[config.mk]
export PLATFORM = sky130hd
export DESIGN_NAME = cell_plot_engine
export DESIGN_NICKNAME = d
export VERILOG_FILES = /design/src/rtl/cell_plot_engine.sv
export SDC_FILE = /design/constraint.sdc
export NUM_CORES = 1
export LEC_CHECK = 0
export ABC_AREA = 1
export CAP_MARGIN = 30
export CORE_AREA = 2 2 112 125
export DETAILED_ROUTE_END_ITERATION = 12
export DIE_AREA = 0 0 114 127
export SYNTH_ARGS = -nofsm -noshare
export SYNTH_HDL_FRONTEND = slang
export SYNTH_SLANG_ARGS = --single-unit
[constraint.sdc]
create_clock -name iClk -period 2.2 [get_ports iClk]
set_input_delay 0.22 -clock iClk [delete_from_list [all_inputs] [get_ports iClk]]
set_output_delay 0.22 -clock iClk [all_outputs]
set_load 0.03 [all_outputs]
[src/rtl/cell_plot_engine.sv]
// Rasterising engine between the drawing controller and vga_adapter.
// Converts cell-fill and screen-clear requests into one pixel write per clock.
module cell_plot_engine #(
  parameter int         SCREEN_WIDTH  = 160,
  parameter int         SCREEN_HEIGHT = 120,
  parameter int         CELL_WIDTH    = 5,
  parameter logic [2:0] CLEAR_COLOUR  = 3'b111
) (
  input  logic                            iClk,
  input  logic                            iReset,
  input  logic                            iValid,
  output logic                            oReady,
  input  logic [7:0]                      iX_cell,
  input  logic [7:0]                      iY_cell,
  input  logic [2:0]                      iColour,
  input  logic                            iClearReq,
  output logic [$clog2(SCREEN_WIDTH):0]   oX_pixel,
  output logic [$clog2(SCREEN_HEIGHT):0]  oY_pixel,
  output logic [2:0]                      oColour,
  output logic                            oPlot,
  output logic                            oDone,
  output logic                            oBusy
);

  localparam int XW = $clog2(SCREEN_WIDTH) + 1;
  localparam int YW = $clog2(SCREEN_HEIGHT) + 1;
  localparam int PW = (CELL_WIDTH > 1) ? $clog2(CELL_WIDTH) : 1;

  localparam logic [PW-1:0] P_LAST  = PW'(CELL_WIDTH - 1);
  localparam logic [XW-1:0] X_LAST  = XW'(SCREEN_WIDTH - 1);
  localparam logic [YW-1:0] Y_LAST  = YW'(SCREEN_HEIGHT - 1);
  localparam logic [7:0]    CELLS_X = 8'(SCREEN_WIDTH / CELL_WIDTH);
  localparam logic [7:0]    CELLS_Y = 8'(SCREEN_HEIGHT / CELL_WIDTH);

  typedef enum logic [1:0] {
    IDLE,
    FILL,
    CLEAR,
    DONE
  } state_t;

  state_t          state;
  logic [XW-1:0]   base_x;
  logic [YW-1:0]   base_y;
  logic [XW-1:0]   mul_x;
  logic [YW-1:0]   mul_y;
  logic [PW-1:0]   px;
  logic [PW-1:0]   py;
  logic            clear_pend;
  logic            in_range;

  // Cell-to-pixel base address and range test for the request on the inputs
  always_comb begin
    mul_x    = XW'(iX_cell) * XW'(CELL_WIDTH);
    mul_y    = YW'(iY_cell) * YW'(CELL_WIDTH);
    in_range = (iX_cell < CELLS_X) && (iY_cell < CELLS_Y);
  end

  // Request arbitration, sweep counters and registered pixel outputs
  always_ff @(posedge iClk or posedge iReset) begin
    if (iReset) begin
      state      <= IDLE;
      base_x     <= '0;
      base_y     <= '0;
      px         <= '0;
      py         <= '0;
      clear_pend <= 1'b0;
      oReady     <= 1'b0;
      oX_pixel   <= '0;
      oY_pixel   <= '0;
      oColour    <= '0;
      oPlot      <= 1'b0;
      oDone      <= 1'b0;
      oBusy      <= 1'b0;
    end else begin
      clear_pend <= clear_pend | iClearReq;
      case (state)
        IDLE: begin
          oDone <= 1'b0;
          oPlot <= 1'b0;
          // oReady is low only on the first cycle after reset; nothing is
          // accepted until it has been presented high for a full cycle.
          if (!oReady) begin
            oReady <= 1'b1;
          end else if (clear_pend || iClearReq) begin
            state      <= CLEAR;
            clear_pend <= 1'b0;
            oReady     <= 1'b0;
            oBusy      <= 1'b1;
            oX_pixel   <= '0;
            oY_pixel   <= '0;
            oColour    <= CLEAR_COLOUR;
            oPlot      <= 1'b1;
          end else if (iValid) begin
            oReady  <= 1'b0;
            oBusy   <= 1'b1;
            base_x  <= mul_x;
            base_y  <= mul_y;
            px      <= '0;
            py      <= '0;
            oColour <= iColour;
            if (in_range) begin
              state    <= FILL;
              oX_pixel <= mul_x;
              oY_pixel <= mul_y;
              oPlot    <= 1'b1;
            end else begin
              state <= DONE;
              oDone <= 1'b1;
            end
          end
        end

        FILL: begin
          if (px == P_LAST) begin
            px <= '0;
            if (py == P_LAST) begin
              state <= DONE;
              oPlot <= 1'b0;
              oDone <= 1'b1;
            end else begin
              py       <= py + 1'b1;
              oX_pixel <= base_x;
              oY_pixel <= base_y + YW'(py + 1'b1);
            end
          end else begin
            px       <= px + 1'b1;
            oX_pixel <= base_x + XW'(px + 1'b1);
          end
        end

        // The output coordinate registers double as the clear sweep counters
        CLEAR: begin
          if (oX_pixel == X_LAST) begin
            oX_pixel <= '0;
            if (oY_pixel == Y_LAST) begin
              state <= DONE;
              oPlot <= 1'b0;
              oDone <= 1'b1;
            end else begin
              oY_pixel <= oY_pixel + 1'b1;
            end
          end else begin
            oX_pixel <= oX_pixel + 1'b1;
          end
        end

        DONE: begin
          state  <= IDLE;
          oDone  <= 1'b0;
          oPlot  <= 1'b0;
          oBusy  <= 1'b0;
          oReady <= 1'b1;
        end

        default: begin
          state  <= IDLE;
          oPlot  <= 1'b0;
          oDone  <= 1'b0;
          oBusy  <= 1'b0;
          oReady <= 1'b0;
        end
      endcase
    end
  end

endmodule
==> reports/qor.csv <==
metric;value;unit
post-route ant nets;0;
Worst VDD drop;568.9;uV
Met1 Wirelength;4.906;mm
total track usage;0.1477;
H-tree levels;2;
Final period util;0.9044;
Setup Buffers After CTS;0;
Slew @ Worst Pin;452.6;ps
Buf+Inv Stages, Crit Path;2;
Core Util, Final;0.3696;
Synth Instances;553;
Site Rows;44;
initial antenna violation count;0;
DR pass1 iterations;4;
via count of the first global-routing pass;3626;
synth warn;0;
area delta synth->final;24.08;%
most frequent cell after synthesis;nand2_1;
slowest CP cell;clkdlybuf4s50_1;
Avg WL per Cell;13.28;um
kind of critical path;in -> reg;
Clk Latency, worst-skew pair;290;ps
max_cap viols;0;
CP Capture Type;register;
Leakage;2.435;nW
number of enable flip-flop cells after synthesis;0;
Max Buffers Root-to-Sink;2;
Max Fclk;0.5026;GHz
DR iter-0 viols;185;
Top Metal Used;met4;
Post-Place Worst Slack;-160.2;ps
Startpoint Class;input pin;
largest net degree at the start of global routing;21;
Slew HR;0.6978;
number of port buffers;46;
CP Data Required Time;2420;ps
final hold violations;0;
Root Driver;clkbuf_16;
final WL;10.33;mm
top cells by area, synth;dfrtp_1 32%, nand2_1 15%, ha_1 12%;
TNS Setup;0;ps
Syn Area/Cell;7.057;um^2
power density over the cells;1342;nW/um^2
Ports;47;
first-pass GRT wire length;17.24;mm
commonest cells in the netlist;158 x nand2_1, 78 x inv_1, 50 x dfrtp_1;
# nets final;680;
Clock Pin Slew Worst Setup and Hold Paths;70;ps
Die Y;127;um
syn nets;617;
initial core utilization;0.2978;
chip width;114;um
met3 WL;359;um
synthesis-stage register bit count;50;
crit path DAT;2210;ps
sequential fraction of the synthesis area;0.3206;
Slew Viols, Final;0;
GRT overflow;0;
ys async rst share;1.000;
CTS tree;done;
Die ar.;14480;um^2
CP cell instances;clkdlybuf4s50_1 > ha_1 > ha_1 > inv_1 > fa_1 > o21ai_1 > nand2_1 > nand3b_1 > nand2_1 > nor2_1 > nor2_1 > a21oi_1;
Hold Path Class;in -> async;
CP delay by family, top;adder cells;
share of layout cells above drive strength 1;0.07618;
main flop type after synthesis;dfrtp_1;
met2 wire length;4.862;mm
HPWL Detailed;8.264;mm
core box area;13100;um^2
clock skew;4.048;ps
top cell type's share of synthesized area;0.3206;
post-synthesis cell type count;34;
DRC viols;0;
Yosys top cell by area;dfrtp_1;
routability congestion estimate;0.8749;
CTS buffer count;5;
# diodes;0;
critical path peak fanout;2;
setup violators final;0;
max incr delay on CP;470;ps
via/cell ratio;4.760;
Netlist Area Pre-Place;3902;um^2
setup ws final;210.4;ps
min cycle time layout;1990;ps
status;finished clean;
Vias;3703;
CTS sink count;50;
## state kept, by name, summed over array words and instances (netlist names)
| name | count |
|---|---|
| oColour | 3 |
| oPlot | 1 |
| oReady | 1 |
| py | 3 |
| oY_pixel | 8 |
| oBusy | 1 |
| clear_pend | 1 |
| oX_pixel | 9 |
| base_x | 9 |
| base_y | 8 |
| oDone | 1 |
| state | 2 |
| px | 3 |
## layer usage
metal  vias to the layer above  GRT usage
met5                         -          0
met4                         0    0.05954
met3                        11    0.01803
met2                        81     0.2489
met1                      1704     0.1922
li1                       1907          -
## final cells by class
cell class,instances,area [um^2]
Timing Repair Buffer,66,610.6
Fill cell,1384,8260
Tap cell,161,201.4
Sequential cell,50,1251
Multi-Input combinational cell,411,2301
Clock inverter,3,40.04
Inverter,82,312.8
Clock buffer,5,125.1
## cells by family (layout without fill, tap and decap cells)
kind of cell,count (synthesis),after routing,share of synthesized area
AO/OA/AOI/OAI,89,89,0.1260
XOR/XNOR,11,11,0.02469
adder cells (fa/ha/maj),41,41,0.1391
buffers and inverters,92,156,0.09266
flip-flops,50,50,0.3206
AND/OR/NAND/NOR,270,270,0.2969
## power by group
| part | leakage [nW] | internal, W | switching [W] |
|---|---|---|---|
| clock network | 0.0836 | 0.000533 | 0.000350 |
| logic | 1.73 | 0.00142 | 0.00244 |
| registers | 0.617 | 0.00134 | 0.000424 |
## path summary, 6_finish.rpt
check                                               end  slack, ps             startpoint  cells past startpoint
min in group iClk                 base_y[2]$_DFFE_PP0P_        500  base_y[2]$_DFFE_PP0P_                      2
worst min register to register    base_y[2]$_DFFE_PP0P_        500  base_y[2]$_DFFE_PP0P_                      2
worst max register to register  oX_pixel[6]$_DFFE_PP0P_        240      px[0]$_DFFE_PP0P_                     12
worst max-delay path            oX_pixel[7]$_DFFE_PP0P_        210             iX_cell[1]                     12
max in group asynchronous       oX_pixel[8]$_DFFE_PP0P_       1350                 iReset                      3
worst min-delay path              base_x[4]$_DFFE_PP0P_        250                 iReset                      2
## what timing repair did
item	CTS	global route
endpoints found under the setup margin	0	3
gates resized for setup	0	3
hold buffers	0	0
## placed cells by master (no fill, tap or decap), types with 5 or more instances in the layout
| cell type | count |
|---|---|
| nand3_1 | 39 |
| nor3_1 | 6 |
| ha_1 | 37 |
| xor2_1 | 8 |
| inv_1 | 77 |
| clkbuf_16 | 5 |
| nand2_1 | 158 |
| nor2_1 | 46 |
| clkdlybuf4s50_1 | 46 |
| dfrtp_1 | 50 |
| o21ai_0 | 42 |
| a21oi_1 | 29 |
| buf_4 | 20 |
| o22ai_1 | 5 |
| nand4_1 | 7 |
## stage by stage
stage	hold slack (ps)	power, W	cells	cell area, um^2
3_3_place_gp	474.3	0.005529	770	4666
2_1_floorplan	341.0	0.004325	553	3902
3_5_place_dp	475.7	0.005582	770	4666
5_1_grt	304.1	0.007099	778	4842
4_1_cts	266.4	0.006497	778	4831
6_report	254.1	0.006498	778	4842
Power figures use the tool's default switching activity.
